[src/rtl/onchip_ram_arb_pkg.sv]
// Shared types and default sizing for the two-master on-chip RAM arbiter.
package onchip_ram_arb_pkg;

    localparam int ADDR_W_DEF   = 14;
    localparam int DATA_W_DEF   = 32;
    localparam int DEPTH_DEF    = 10240;
    localparam int MAX_HOLD_DEF = 8;

    typedef enum logic [1:0] {
        IDLE = 2'd0,
        OWN0 = 2'd1,
        OWN1 = 2'd2
    } state_t;

    typedef logic owner_t;

    function automatic state_t own_state(input owner_t o);
        return o ? OWN1 : OWN0;
    endfunction

endpackage

[src/rtl/onchip_ram_arb_rr.sv]
// Round-robin grant FSM with a bounded hold counter for two masters.
// IDLE costs one bubble; a forced handoff between owners does not.
module onchip_ram_arb_rr
    import onchip_ram_arb_pkg::*;
#(
    parameter int MAX_HOLD = MAX_HOLD_DEF
) (
    input  logic   clk,
    input  logic   reset_n,
    input  logic   req_0,
    input  logic   req_1,
    input  logic   accept,
    output state_t state,
    output owner_t owner
);

    localparam logic [7:0] HOLD_MAX = 8'(MAX_HOLD - 1);

    if (MAX_HOLD < 1 || MAX_HOLD > 255) begin : g_bad_hold
        $error("MAX_HOLD must be in 1..255");
    end

    state_t     state_reg, state_next;
    owner_t     last_reg, last_next;
    logic [7:0] hold_reg, hold_next;
    owner_t     cur;
    logic       own_req;
    logic       oth_req;

    always_ff @(posedge clk or negedge reset_n) begin
        if (!reset_n) begin
            state_reg <= IDLE;
            last_reg  <= 1'b1;
            hold_reg  <= '0;
        end else begin
            state_reg <= state_next;
            last_reg  <= last_next;
            hold_reg  <= hold_next;
        end
    end

    always_comb begin
        state_next = state_reg;
        last_next  = last_reg;
        hold_next  = hold_reg;
        cur        = last_reg;
        own_req    = 1'b0;
        oth_req    = 1'b0;
        case (state_reg)
            IDLE: begin
                hold_next = '0;
                if (req_0 && req_1) begin
                    state_next = own_state(~last_reg);
                end else if (req_0) begin
                    state_next = OWN0;
                end else if (req_1) begin
                    state_next = OWN1;
                end
            end
            OWN0, OWN1: begin
                cur     = (state_reg == OWN1);
                own_req = cur ? req_1 : req_0;
                oth_req = cur ? req_0 : req_1;
                if (!own_req) begin
                    last_next  = cur;
                    hold_next  = '0;
                    state_next = oth_req ? own_state(~cur) : IDLE;
                end else if (accept) begin
                    // Counter parks at HOLD_MAX while alone so a newcomer waits at most one more transfer.
                    if (oth_req && hold_reg == HOLD_MAX) begin
                        state_next = own_state(~cur);
                        last_next  = cur;
                        hold_next  = '0;
                    end else if (hold_reg != HOLD_MAX) begin
                        hold_next = hold_reg + 8'd1;
                    end
                end
            end
            default: state_next = IDLE;
        endcase
    end

    assign state = state_reg;
    assign owner = (state_reg == OWN1);

endmodule

[src/rtl/onchip_ram_arbiter.sv]
// Two-master Avalon-MM arbiter in front of a single-port on-chip RAM.
// Optional address range check: define ONCHIP_RAM_ARB_RANGE_CHECK_EN.
module onchip_ram_arbiter
    import onchip_ram_arb_pkg::*;
#(
    parameter int ADDR_W   = ADDR_W_DEF,
    parameter int DATA_W   = DATA_W_DEF,
    parameter int DEPTH    = DEPTH_DEF,
    parameter int MAX_HOLD = MAX_HOLD_DEF
) (
    input  logic                  clk,
    input  logic                  reset_n,

    input  logic [ADDR_W-1:0]     m0_address,
    input  logic [DATA_W/8-1:0]   m0_byteenable,
    input  logic                  m0_read,
    input  logic                  m0_write,
    input  logic [DATA_W-1:0]     m0_writedata,
    output logic                  m0_waitrequest,
    output logic [DATA_W-1:0]     m0_readdata,
    output logic                  m0_readdatavalid,

    input  logic [ADDR_W-1:0]     m1_address,
    input  logic [DATA_W/8-1:0]   m1_byteenable,
    input  logic                  m1_read,
    input  logic                  m1_write,
    input  logic [DATA_W-1:0]     m1_writedata,
    output logic                  m1_waitrequest,
    output logic [DATA_W-1:0]     m1_readdata,
    output logic                  m1_readdatavalid,

    output logic [ADDR_W-1:0]     ram_address,
    output logic [DATA_W/8-1:0]   ram_byteenable,
    output logic                  ram_chipselect,
    output logic                  ram_write,
    output logic [DATA_W-1:0]     ram_writedata,
    output logic                  ram_clken,
    input  logic [DATA_W-1:0]     ram_readdata,

    output logic                  range_err
);

    localparam int BE_W = DATA_W / 8;

    if (DEPTH < 1 || DEPTH > (1 << ADDR_W)) begin : g_bad_depth
        $error("DEPTH must be in 1..2**ADDR_W");
    end

    logic [ADDR_W-1:0] addr_arr  [2];
    logic [BE_W-1:0]   be_arr    [2];
    logic [DATA_W-1:0] wdata_arr [2];
    logic [1:0]        rd_vec;
    logic [1:0]        wr_vec;
    logic [1:0]        req_vec;
    logic [1:0]        wait_vec;
    logic [1:0]        rvalid_vec;

    assign addr_arr[0]  = m0_address;
    assign addr_arr[1]  = m1_address;
    assign be_arr[0]    = m0_byteenable;
    assign be_arr[1]    = m1_byteenable;
    assign wdata_arr[0] = m0_writedata;
    assign wdata_arr[1] = m1_writedata;
    assign rd_vec       = {m1_read, m0_read};
    assign wr_vec       = {m1_write, m0_write};

    state_t state;
    owner_t owner;
    logic   accept;
    logic   acc_read;
    logic   sel_write;
    logic   ram_cs;

    onchip_ram_arb_rr #(
        .MAX_HOLD (MAX_HOLD)
    ) u_rr (
        .clk     (clk),
        .reset_n (reset_n),
        .req_0   (req_vec[0]),
        .req_1   (req_vec[1]),
        .accept  (accept),
        .state   (state),
        .owner   (owner)
    );

    // A simultaneous read+write is treated as a write; the read is dropped.
    assign sel_write = wr_vec[owner];
    assign accept    = (state != IDLE) && req_vec[owner];
    assign acc_read  = accept && !sel_write && rd_vec[owner];

    assign ram_address    = addr_arr[owner];
    assign ram_byteenable = be_arr[owner];
    assign ram_writedata  = wdata_arr[owner];
    assign ram_chipselect = ram_cs;
    assign ram_write      = ram_cs && sel_write;
    assign ram_clken      = 1'b1;

    logic   rd_pend_reg;
    owner_t rd_owner_reg;

    always_ff @(posedge clk or negedge reset_n) begin
        if (!reset_n) begin
            rd_pend_reg  <= 1'b0;
            rd_owner_reg <= 1'b0;
        end else begin
            rd_pend_reg <= acc_read;
            if (acc_read) begin
                rd_owner_reg <= owner;
            end
        end
    end

    logic [DATA_W-1:0] rdata;

`ifdef ONCHIP_RAM_ARB_RANGE_CHECK_EN
    localparam logic [ADDR_W:0] DEPTH_LIM = (ADDR_W + 1)'(DEPTH);

    logic in_range;
    logic rd_oob_reg;
    logic range_err_reg;

    assign in_range = ({1'b0, ram_address} < DEPTH_LIM);
    assign ram_cs   = accept && in_range;

    // Out-of-range reads still complete, returning zero instead of RAM output.
    always_ff @(posedge clk or negedge reset_n) begin
        if (!reset_n) begin
            rd_oob_reg    <= 1'b0;
            range_err_reg <= 1'b0;
        end else begin
            rd_oob_reg    <= acc_read && !in_range;
            range_err_reg <= range_err_reg || (accept && !in_range);
        end
    end

    assign rdata     = rd_oob_reg ? '0 : ram_readdata;
    assign range_err = range_err_reg;
`else
    assign ram_cs    = accept;
    assign rdata     = ram_readdata;
    assign range_err = 1'b0;
`endif

    for (genvar gi = 0; gi < 2; gi++) begin : g_master
        assign req_vec[gi]    = rd_vec[gi] || wr_vec[gi];
        assign wait_vec[gi]   = (state != own_state(owner_t'(gi)));
        assign rvalid_vec[gi] = rd_pend_reg && (rd_owner_reg == owner_t'(gi));
    end

    assign m0_waitrequest   = wait_vec[0];
    assign m1_waitrequest   = wait_vec[1];
    assign m0_readdatavalid = rvalid_vec[0];
    assign m1_readdatavalid = rvalid_vec[1];
    assign m0_readdata      = rdata;
    assign m1_readdata      = rdata;

endmodule
[config.mk]
export PLATFORM = sky130hd
export DESIGN_NAME = onchip_ram_arbiter
export DESIGN_NICKNAME = d
export VERILOG_FILES = /design/src/rtl/onchip_ram_arb_pkg.sv /design/src/rtl/onchip_ram_arb_rr.sv /design/src/rtl/onchip_ram_arbiter.sv
export SDC_FILE = /design/constraint.sdc
export NUM_CORES = 1
export LEC_CHECK = 0
export BUFFER_PORTS_ARGS = -buffer_cell sky130_fd_sc_hd__buf_4
export CORE_AREA = 2 2 101 103
export DETAILED_ROUTE_END_ITERATION = 16
export DIE_AREA = 0 0 103 105
export RECOVER_POWER = 25
export SYNTH_ARGS = -nofsm -noshare
export SYNTH_HDL_FRONTEND = slang
export SYNTH_SLANG_ARGS = --single-unit
[constraint.sdc]
create_clock -name clk -period 2.56 [get_ports clk]
set_input_delay 0.256 -clock clk [delete_from_list [all_inputs] [get_ports clk]]
set_output_delay 0.256 -clock clk [all_outputs]
set_load 0.02 [all_outputs]
# Word-level counts from Yosys, hierarchy flattened
# Cells that the tools add are included.
classes:
  addsub: 1
  magnitude_cmp: 2
  n_eq_ne: 12
  mux: 34
  n_bitwise: 2
  reduce_logical: 18
ops:
  columns: ["op", "n"]
  rows:
  - ["32-bit 2-to-1 mux", 3]
  - ["14-bit 2-to-1 mux", 3]
  - ["8-bit 2-to-1 mux", 4]
  - ["2-bit 2-to-1 mux", 9]
  - ["8-bit one-hot mux with 2 select lines", 1]
  - ["4-bit 2-to-1 mux", 3]
  - ["1-bit 2-to-1 mux", 10]
  - ["3-bit AND reduction", 3]
  - ["8-bit by 1-bit adder with 8-bit output (second input constant)", 1]
  - ["8-bit by 3-bit == test with 1-bit output (second input constant)", 1]
  - ["1-bit logical AND", 8]
  - ["8-bit by 3-bit != test with 1-bit output (second input constant)", 1]
  - ["2-bit by 1-bit != test with 1-bit output (second input constant)", 2]
  - ["2-bit != test (second input constant)", 2]
  - ["4-bit by 1-bit != test with 1-bit output (second input constant)", 1]
  - ["4-bit by 2-bit != test with 1-bit output (second input constant)", 1]
  - ["2-bit one-hot mux with 2 select lines", 1]
  - ["2-bit nonzero test", 2]
  - ["3-bit by 2-bit != test with 1-bit output (second input constant)", 1]
  - ["3-bit != test (second input constant)", 1]
  - ["2-bit by 1-bit == test with 1-bit output (second input constant)", 1]
  - ["2-bit == test (second input constant)", 1]
  - ["2-bit greater-or-equal comparator (second input constant)", 1]
  - ["2-bit logical NOT", 1]
  - ["other kinds (6)", 7]
word_totals:
  regBits: 13
  elab_cells: 74

# Logic depth before layout (Yosys ltp)
# Gate-level depths: netlist of the first run.
logic_depth:
  ltp_word: 7
  ltp_mapped: 7
  mapped_depth_nobuf: 6

# Cells and area by module
# A second synthesis of the first run with hierarchy kept.
hier_totals:
  cells_unflattened: 238
  hier_area_um2: 2199.6
modules_own_cells:
  columns: ["module", "instances", "cells_each", "area_each_um2", "seq_area_each_um2"]
  rows:
  - ["onchip_ram_arbiter", 1, 145, 1277.5, 50.0]
  - ["onchip_ram_arb_rr", 1, 93, 922.1, 276.5]

# Worst setup path after synthesis of the first run
# OpenSTA, ideal clock, no wires.
synth_timing:
  path_kind: "reg2out"
  startpoint: "reg u_rr.state_reg[0] (netlist: u_rr.state[0])"
  endpoint: "out ram_address[10]"
  arrival_time_ns: 1.662
  required_ns: 2.304
  slack_ns: 0.642
  stages_incl_launch_ff: 6
  n_path_buf: 2
  cell_sequence: "dfrtp_1 > inv_1 > ha_1 > clkbuf_1 > buf_2 > mux2_2"
synth_via:
  elab_chain_len: 5
synth_rtl:
  columns: ["item", "line", "source"]
  rows:
  - ["start: declaration", "onchip_ram_arb_rr.sv:23", "state_t state_reg, state_next;"]
  - ["start signal: assignment", "onchip_ram_arb_rr.sv:36", "state_reg <= state_next;"]
  - ["2-bit == test", "onchip_ram_arb_rr.sv:84", "assign owner = (state_reg == OWN1);"]
  - ["net owner", "onchip_ram_arbiter.sv:68", "owner_t owner;"]
  - ["1-bit NOT with 2-bit output (implied by the code)", "onchip_ram_arbiter.sv:91", "assign ram_address = addr_arr[owner];"]
  - ["14-bit 2-to-1 mux (implied by the code) (3 in series)", "onchip_ram_arbiter.sv:91", null]
  - ["end: declaration", "onchip_ram_arbiter.sv:32", "output logic [ADDR_W-1:0] ram_address,"]
# The timed path passes the listed nets, and every way through them passes these cells. The select of a mux whose other input is x is not followed.

# Worst setup path in the final report of the first run
layout_timing:
  startpoint: "reg u_rr.state_reg[0] (netlist: u_rr.state[0])"
  endpoint: "out ram_writedata[28]"
layout_via:
  elab_chain_len: 5
layout_rtl:
  columns: ["item", "line", "source"]
  rows:
  - ["2-bit == test", "onchip_ram_arb_rr.sv:84", null]
  - ["net owner", "onchip_ram_arbiter.sv:68", null]
  - ["1-bit NOT with 2-bit output (implied by the code)", "onchip_ram_arbiter.sv:93", "assign ram_writedata = wdata_arr[owner];"]
  - ["32-bit 2-to-1 mux (implied by the code) (3 in series)", "onchip_ram_arbiter.sv:93", null]
  - ["end: declaration", "onchip_ram_arbiter.sv:36", "output logic [DATA_W-1:0] ram_writedata,"]
# The timed path passes the listed nets, and every way through them passes these cells. The select of a mux whose other input is x is not followed.

==> results of run 1 <==
[per-stage QoR]
stage                     area [um^2]  setup WS, ns
after floorplan                  2069        0.6422
after global placement           2935        0.4787
after detailed placement         2935        0.3867
after CTS                        2992        0.1772
after global routing             2992       0.09308
final                            2992        0.1708
[area by class of cell]
class,instances,area (um^2),share of cell area [%]
clock buffers,3,41.29,1.380
multi-input cells,135,1177,39.36
inverters,11,41.29,1.380
clock inverters,1,5.005,0.1673
well taps,133,166.4,5.563
repair buffers,164,1234,41.24
flip-flops and latches,13,326.6,10.92
[power groups by stage]
| stage | clock [mW] | sequential (mW) | combinational, mW |
|---|---|---|---|
| 2_1_floorplan | 0 | 0.296 | 1.43 |
| 3_3_place_gp | 0 | 0.305 | 2.03 |
| 3_5_place_dp | 0 | 0.307 | 2.04 |
| 4_1_cts | 0.199 | 0.303 | 2.06 |
| 5_1_grt | 0.207 | 0.308 | 2.19 |
| 6_report | 0.188 | 0.303 | 2.04 |
[placed cells by master (no fill, tap or decap), drive strengths merged, types with 2 or more instances in the layout]
master / instances
o21ai: 7
nor3: 2
nor2: 11
nand3: 4
o211ai: 2
dfrtp: 12
o32ai: 3
or3b: 2
a22oi: 2
conb: 2
xor2: 4
mux2: 52
clkbuf: 3
nand2: 5
a211o: 2
buf: 163
nor4: 2
nand4: 3
ha: 6
or3: 3
a21oi: 3
and3: 2
inv: 11
nand4b: 2
[worst reg2reg max path: cells and delay by family, from the launching register on]
kind | cells | cell delay [ns]
adder cells (fa/ha/maj) | 1 | 0.25
flip-flops | 1 | 0.41
AO/OA/AOI/OAI | 3 | 0.72
buffers and inverters | 2 | 0.58
multiplexers | 1 | 0.17
[logic make-up after synthesis]
family                     after synthesis
buffers and inverters                   84
and+or+nand+nor                         44
other                                    2
muxes                                   53
AOI/OAI and AO/OA                       26
DFF                                     13
adders and majority gates                6
xor gates and xnor gates                 4
[what timing repair did]
action,4_1_cts,5_1_grt
setup endpoints to repair,0,0
hold buffers,1,0
hold endpoints to repair,12,0
[final timing paths]
kind,start,endpoint,slack [ns],cells past startpoint
hold / removal,m0_read,rd_pend_reg,0.33,3
setup / recovery,u_rr.state[0],ram_writedata[28],0.17,5
max in group asynchronous,reset_n,u_rr.last_reg,1.93,2
hold reg to reg,rd_owner_reg,rd_owner_reg,0.51,1
min in group asynchronous,reset_n,u_rr.hold_reg[2],0.39,2
setup reg to reg,u_rr.state[0],u_rr.state[0],0.38,7
[layer usage]
metal | GRT usage [%] | up-vias
li1 | - | 940
met1 | 14.56 | 900
met2 | 21.66 | 134
met3 | 4.348 | 38
met4 | 6.391 | 0
met5 | 0 | -
==> summary.txt, run 1 <==
Die
  – Die Ht: 105 um
  – Initial core utilization: 21.47%
  – Total die area: 10820 um^2
  – IO Pins: 260
  – Die Wd: 103 um
  – Number of core rows: 36
  – Core area: 9639 um^2

Drt
  – Met2 WL: 3660 um
  – Post-Route M1 WL: 2940 um
  – Initial DRT Pass Iterations: 4
  – Top layer in use: met4
  – Drt drc: 0
  – Met3 wire len: 791 um
  – Starting DRT DRC Count: 101
  – DR WL/cell: 16.83 um
  – Antenna-violating nets left: 0
  – Number of vias per cell: 4.374
  – Vias post-DR: 2012
  – WL final: 7741 um

Global routing
  – Initial antenna violation count: 0
  – Global-route total usage across every layer: 13.00%
  – Global-route wire length before repair: 10720 um
  – Grt total ovfl: 0
  – Pin count of the biggest net entering global routing: 43
  – Vias in the first global route: 1982

Logic synthesis
  – Synth top area cells: mux2_2 27%, buf_4 24%, dfrtp_1 15%
  – Cell Area, Synth: 2069 um^2
  – Leading area contributor after synthesis: mux2_2
  – Synth cell types: 47
  – Ys flop type: dfrtp_1
  – Top cells by count, synth: 66 x buf_4, 50 x mux2_2, 12 x dfrtp_1
  – Post-synthesis instance total: 232
  – Synth Area in Compound Gates: 9.734%
  – Flop and latch count out of synthesis: 13
  – Yosys top cell area share: 27.21%
  – Multiplexer share of the synthesized area: 28.78%
  – Post-Synth XOR/XNOR Area: 1.693%
  – Number of flops mapped to enable cells by yosys: 0
  – Post-Synth Adder-Cell Area: 3.628%
  – Most common cell in the netlist: buf_4
  – Post-Syn Nets: 376
  – Post-synthesis simple-gate area fraction: 12.58%
  – Seq/Total Area, Yosys: 15.78%
  – Largest family of logic cells by synthesized area: multiplexers
  – Yosys warning count: 0
  – Asr flop ratio synth: 100.0%
  – Mean Syn Cell Area: 8.920 um^2

Layout
  – Final core occ: 31.04%
  – Layout area overhead: 44.56%
  – Max FFs per register: 8
  – Fraction of layout cells with a size suffix above 1: 68.81%
  – Fill count: 1039
  – Net count, final: 472
  – Antenna Cells: 0
  – Non-Filler Instances: 460

Worst setup path
  – CP endpoint kind: output pin
  – Data arrival, critical path: 2.13 ns
  – Critical Path RT: 2.30 ns
  – CP dominant cell by count: buf_4
  – CP Cell Sequence: inv_1 -> ha_2 -> buf_4 -> mux2_2 -> buf_4
  – WS Path Type: reg -> out
  – CP max stage delay: 0.46 ns
  – Slowest-stage cell, CP: buf_4
  – Critical Path Start Type: flip-flop
  – Buffer and inverter count on the worst path: 3
  – Kind of cell adding the most delay to the critical path: buffers and inverters
  – CP Max Fanout: 42

Timing
  – Final period utilization: 93.33%
  – Worst Skew: 0.0009056 ns
  – Final Max Slew Viols: 0
  – Hold slack: 0.3330 ns
  – Slew @ Worst Pin: 0.5254 ns
  – RSZ-0062 raised after global routing: no
  – # setup viols final: 0
  – Min Tclk post-route: 2.389 ns
  – Slew headroom: 64.97%
  – TNS Setup: 0 ns
  – Final hold vios: 0
  – Max Freq: 418.5 MHz

Clocking
  – Reg clk slew, reported paths: 0.06 ns
  – Clk sinks: 13
  – CTS Buffer Depth: 2
  – Worst-skew pair later-pin latency: 0.25 ns
  – Inserted Clock Buffers: 3
  – CTS tree: yes
  – Htree depth: 1
  – Post-CTS Setup Bufs: 0
  – Post_cts resized: 0
  – Clock Tree Root: clkbuf_8

Power
  – Clock share of power: 7.4%
  – Int Power: 1.321 mW
  – Pwr dens: 846.0 nW/um^2
  – Sw Share: 47.79%
  – Total power draw: 2.531 mW
  – Worst vdd ir: 0.0003355 V
  – Sw power: 1.209 mW
  – Flop pwr share: 12.0%
  – Leak: 1.415 nW
  – Comb power frac: 80.6%

Placed design
  – Port Buffers: 161
  – GPL Wtd Cong: 0.7564
  – Hpwl dp: 6510 um
  – Dpl cells: 455

Min path
  – Min-Delay Path Class: in -> reg

Status
  – Outcome: finished clean

Run
  – Max_cap viols: 0
No activity file was read; power rests on OpenSTA's default activity.
==> run 2: changes to the inputs <==
--- a/config.mk
+++ b/config.mk
@@ -5,11 +5,11 @@
 export SDC_FILE = /design/constraint.sdc
 export NUM_CORES = 1
 export LEC_CHECK = 0
-export BUFFER_PORTS_ARGS = -buffer_cell sky130_fd_sc_hd__buf_4
 export CORE_AREA = 2 2 101 103
 export DETAILED_ROUTE_END_ITERATION = 16
 export DIE_AREA = 0 0 103 105
-export RECOVER_POWER = 25
+export DONT_BUFFER_PORTS = 1
+export RECOVER_POWER = 50
 export SYNTH_ARGS = -nofsm -noshare
 export SYNTH_HDL_FRONTEND = slang
 export SYNTH_SLANG_ARGS = --single-unit
==> run 2 against run 1 <==
Clock-buffer cell count is 1 higher. Register-to-register slack better by 0.15 ns. Design area is 40% lower. Largest power group unchanged. Combinational power is 25% lower. Clock skew is 0.0072 ns higher. Cell count is 35% lower. Via count is 31% lower. Critical path depth is 1 lower. Flip-flop and latch count stayed put. Maximum frequency is 15% higher. Hold slack worse by 0.15 ns. Wire length is 13% lower.
==> summary.txt, run 2 (synthesis results as in run 1) <==
Status
  – Outcome: finished clean

Clocking
  – Clk sinks: 13 (unchanged)
  – Clock Tree Root: clkbuf_8
  – Htree depth: 1 (unchanged)
  – Post_cts resized: 0 (unchanged)
  – CTS Buffer Depth: 2 (unchanged)
  – Reg clk slew, reported paths: 0.06 ns (about the same)
  – CTS tree: yes
  – Worst-skew pair later-pin latency: 0.25 ns (about the same)
  – Inserted Clock Buffers: 3 (unchanged)

Placed design
  – Hpwl dp: 5657 um (-13%)
  – Dpl cells: 293 (-36%)
  – GPL Wtd Cong: 0.7992 (+5.7%)
  – Port Buffers: 0 (-100%)

Layout
  – Non-Filler Instances: 298 (-35%)
  – Fraction of layout cells with a size suffix above 1: 37.58% (-31 points)
  – Commonest cells after routing, fill and taps aside: 50 x mux2_2, 12 x dfrtp_1, 11 x inv_1, 11 x nor2_1
  – Most common cell after layout, fill and taps aside: mux2_2
  – Antenna Cells: 0 (unchanged)
  – Net count, final: 310 (-34%)
  – Fill count: 1073 (+3.3%)
  – Layout area overhead: -13.66%
  – Max FFs per register: 8 (unchanged)

Global routing
  – Grt total ovfl: 0 (unchanged)
  – Initial antenna violation count: 0 (unchanged)
  – Global-route total usage across every layer: 11.33% (-1.7 points)
  – Vias in the first global route: 1395 (-30%)
  – Pin count of the biggest net entering global routing: 59 (+37%)
  – Global-route wire length before repair: 8838 um (-18%)

Timing
  – Final period utilization: 81.25% (-12 points)
  – Slew headroom: 56.82% (-8.1 points)
  – # setup viols final: 0 (unchanged)
  – Slew @ Worst Pin: 0.6455 ns (+0.1201 ns)
  – TNS Setup: 0 ns (unchanged)
  – Final hold vios: 0 (unchanged)
  – RSZ-0062 raised after global routing: no
  – Final Max Slew Viols: 0 (unchanged)
  – Min Tclk post-route: 2.080 ns (-0.3091 ns)
  – Max Freq: 480.8 MHz (+15%)
  – Worst Skew: 0.008130 ns (+0.007225 ns)

Die
  – Initial core utilization: 21.47% (unchanged)
  – Die Ht: 105 um (unchanged)
  – Number of core rows: 36 (unchanged)
  – Total die area: 10820 um^2 (unchanged)
  – IO Pins: 260 (unchanged)
  – Die Wd: 103 um (unchanged)
  – Core area: 9639 um^2 (unchanged)

Worst setup path
  – CP max stage delay: 0.47 ns (about the same)
  – CP Cell Sequence: inv_1 -> ha_2 -> buf_12 -> mux2_2
  – Slowest-stage cell, CP: mux2_2
  – WS Path Type: reg -> out
  – Kind of cell adding the most delay to the critical path: multiplexers
  – CP Max Fanout: 58 (+38%)
  – Data arrival, critical path: 1.82 ns (-0.31 ns)
  – Critical Path Start Type: flip-flop
  – Reg2Reg Depth: 6 (-1)
  – Critical Path RT: 2.30 ns (about the same)
  – Buffer and inverter count on the worst path: 2 (-1)
  – CP endpoint kind: output pin
  – WP depth: 4 (-1)

Power
  – Leak: 0.6359 nW (-55%)
  – Worst vdd ir: 0.0004120 V (+23%)
  – Pwr dens: 1141 nW/um^2 (+35%)

Drt
  – WL final: 6720 um (-13%)
  – Vias post-DR: 1395 (-31%)
  – DR WL/cell: 22.55 um (+34%)
  – Initial DRT Pass Iterations: 5 (+1)
  – Number of vias per cell: 4.681 (+7.0%)
  – Antenna-violating nets left: 0 (unchanged)
  – Drt drc: 0 (unchanged)
  – Starting DRT DRC Count: 57 (-44%)

Min path
  – Min-Delay Path Class: in -> reg
  – Min-Delay Path Depth: 2 (-1)

Run
  – Max_cap viols: 0 (unchanged)
[run 2: cell count changes in the layout (fill, tap and decap cells not counted)]
cell | before | now
clkbuf_1 | 0 | 1
clkinv_2 | 1 | 0
buf_4 | 163 | 0
buf_12 | 0 | 1
[run 2: repair_timing]
| action | in CTS | in global routing |
|---|---|---|
| hold buffers | 1 | 0 |
| buffers inserted | 0 | 0 |
| hold endpoints to repair | 13 | 0 |
[run 2: cell type report]
class                   instances  area, um^2  area share [%]
inverters                      11       41.29           2.311
well taps                     133       166.4           9.314
multi-input cells             135        1177           65.90
flip-flops and latches         13       326.6           18.28
clock buffers                   4       45.04           2.521
repair buffers                  2       30.03           1.681
[run 2: worst paths after layout]
check / startpoint / endpoint / slack, ns
worst max-delay path: u_rr.state[0] / ram_writedata[5] / 0.48
worst min-delay path: m0_read / rd_pend_reg / 0.18
worst max register to register: u_rr.state[0] / u_rr.state[1] / 0.53
worst min register to register: u_rr.last_reg / u_rr.last_reg / 0.51
max in group asynchronous: reset_n / u_rr.state[1] / 1.67
min in group asynchronous: reset_n / u_rr.state[0] / 0.47
[run 2: report_power, final]
group	internal, mW	switching (mW)	total (mW)
registers	0.259	0.0475	0.306
clock network	0.110	0.0814	0.192
logic	0.555	0.985	1.54
total	0.924	1.11	2.04
[run 2: per-layer routing]
layer	GRT usage [%]	up-vias	part of all wire (%)
met3	8.428	34	18
met2	18.55	124	48
met4	4.135	0	3.0
met5	0	-	0
met1	10.77	617	31
li1	-	620	-
[run 2: worst reg2reg max path, cell delays in order (launching register included)]
cell	delay (ns)
dfrtp_1	0.42
inv_1	0.12
ha_2	0.24
or3b_1	0.41
and4bb_1	0.22
o22ai_2	0.16
mux2_1	0.34
[run 2: stage by stage]
step | worst slack, ns | utilization [%] | power [mW] | hold slack, ns | cell area, um^2
after floorplan | 0.6422 | - | 1.730 | -0.03959 | 2069
after global placement | 0.5877 | 17.96 | 1.846 | -0.03901 | 1732
after global routing | 0.3843 | 18.54 | 2.203 | 0.1801 | 1787
after detailed placement | 0.5414 | 17.96 | 1.859 | -0.03905 | 1732
after CTS | 0.4721 | 18.54 | 2.070 | 0.1798 | 1787
final | 0.4799 | 18.54 | 2.038 | 0.1813 | 1787
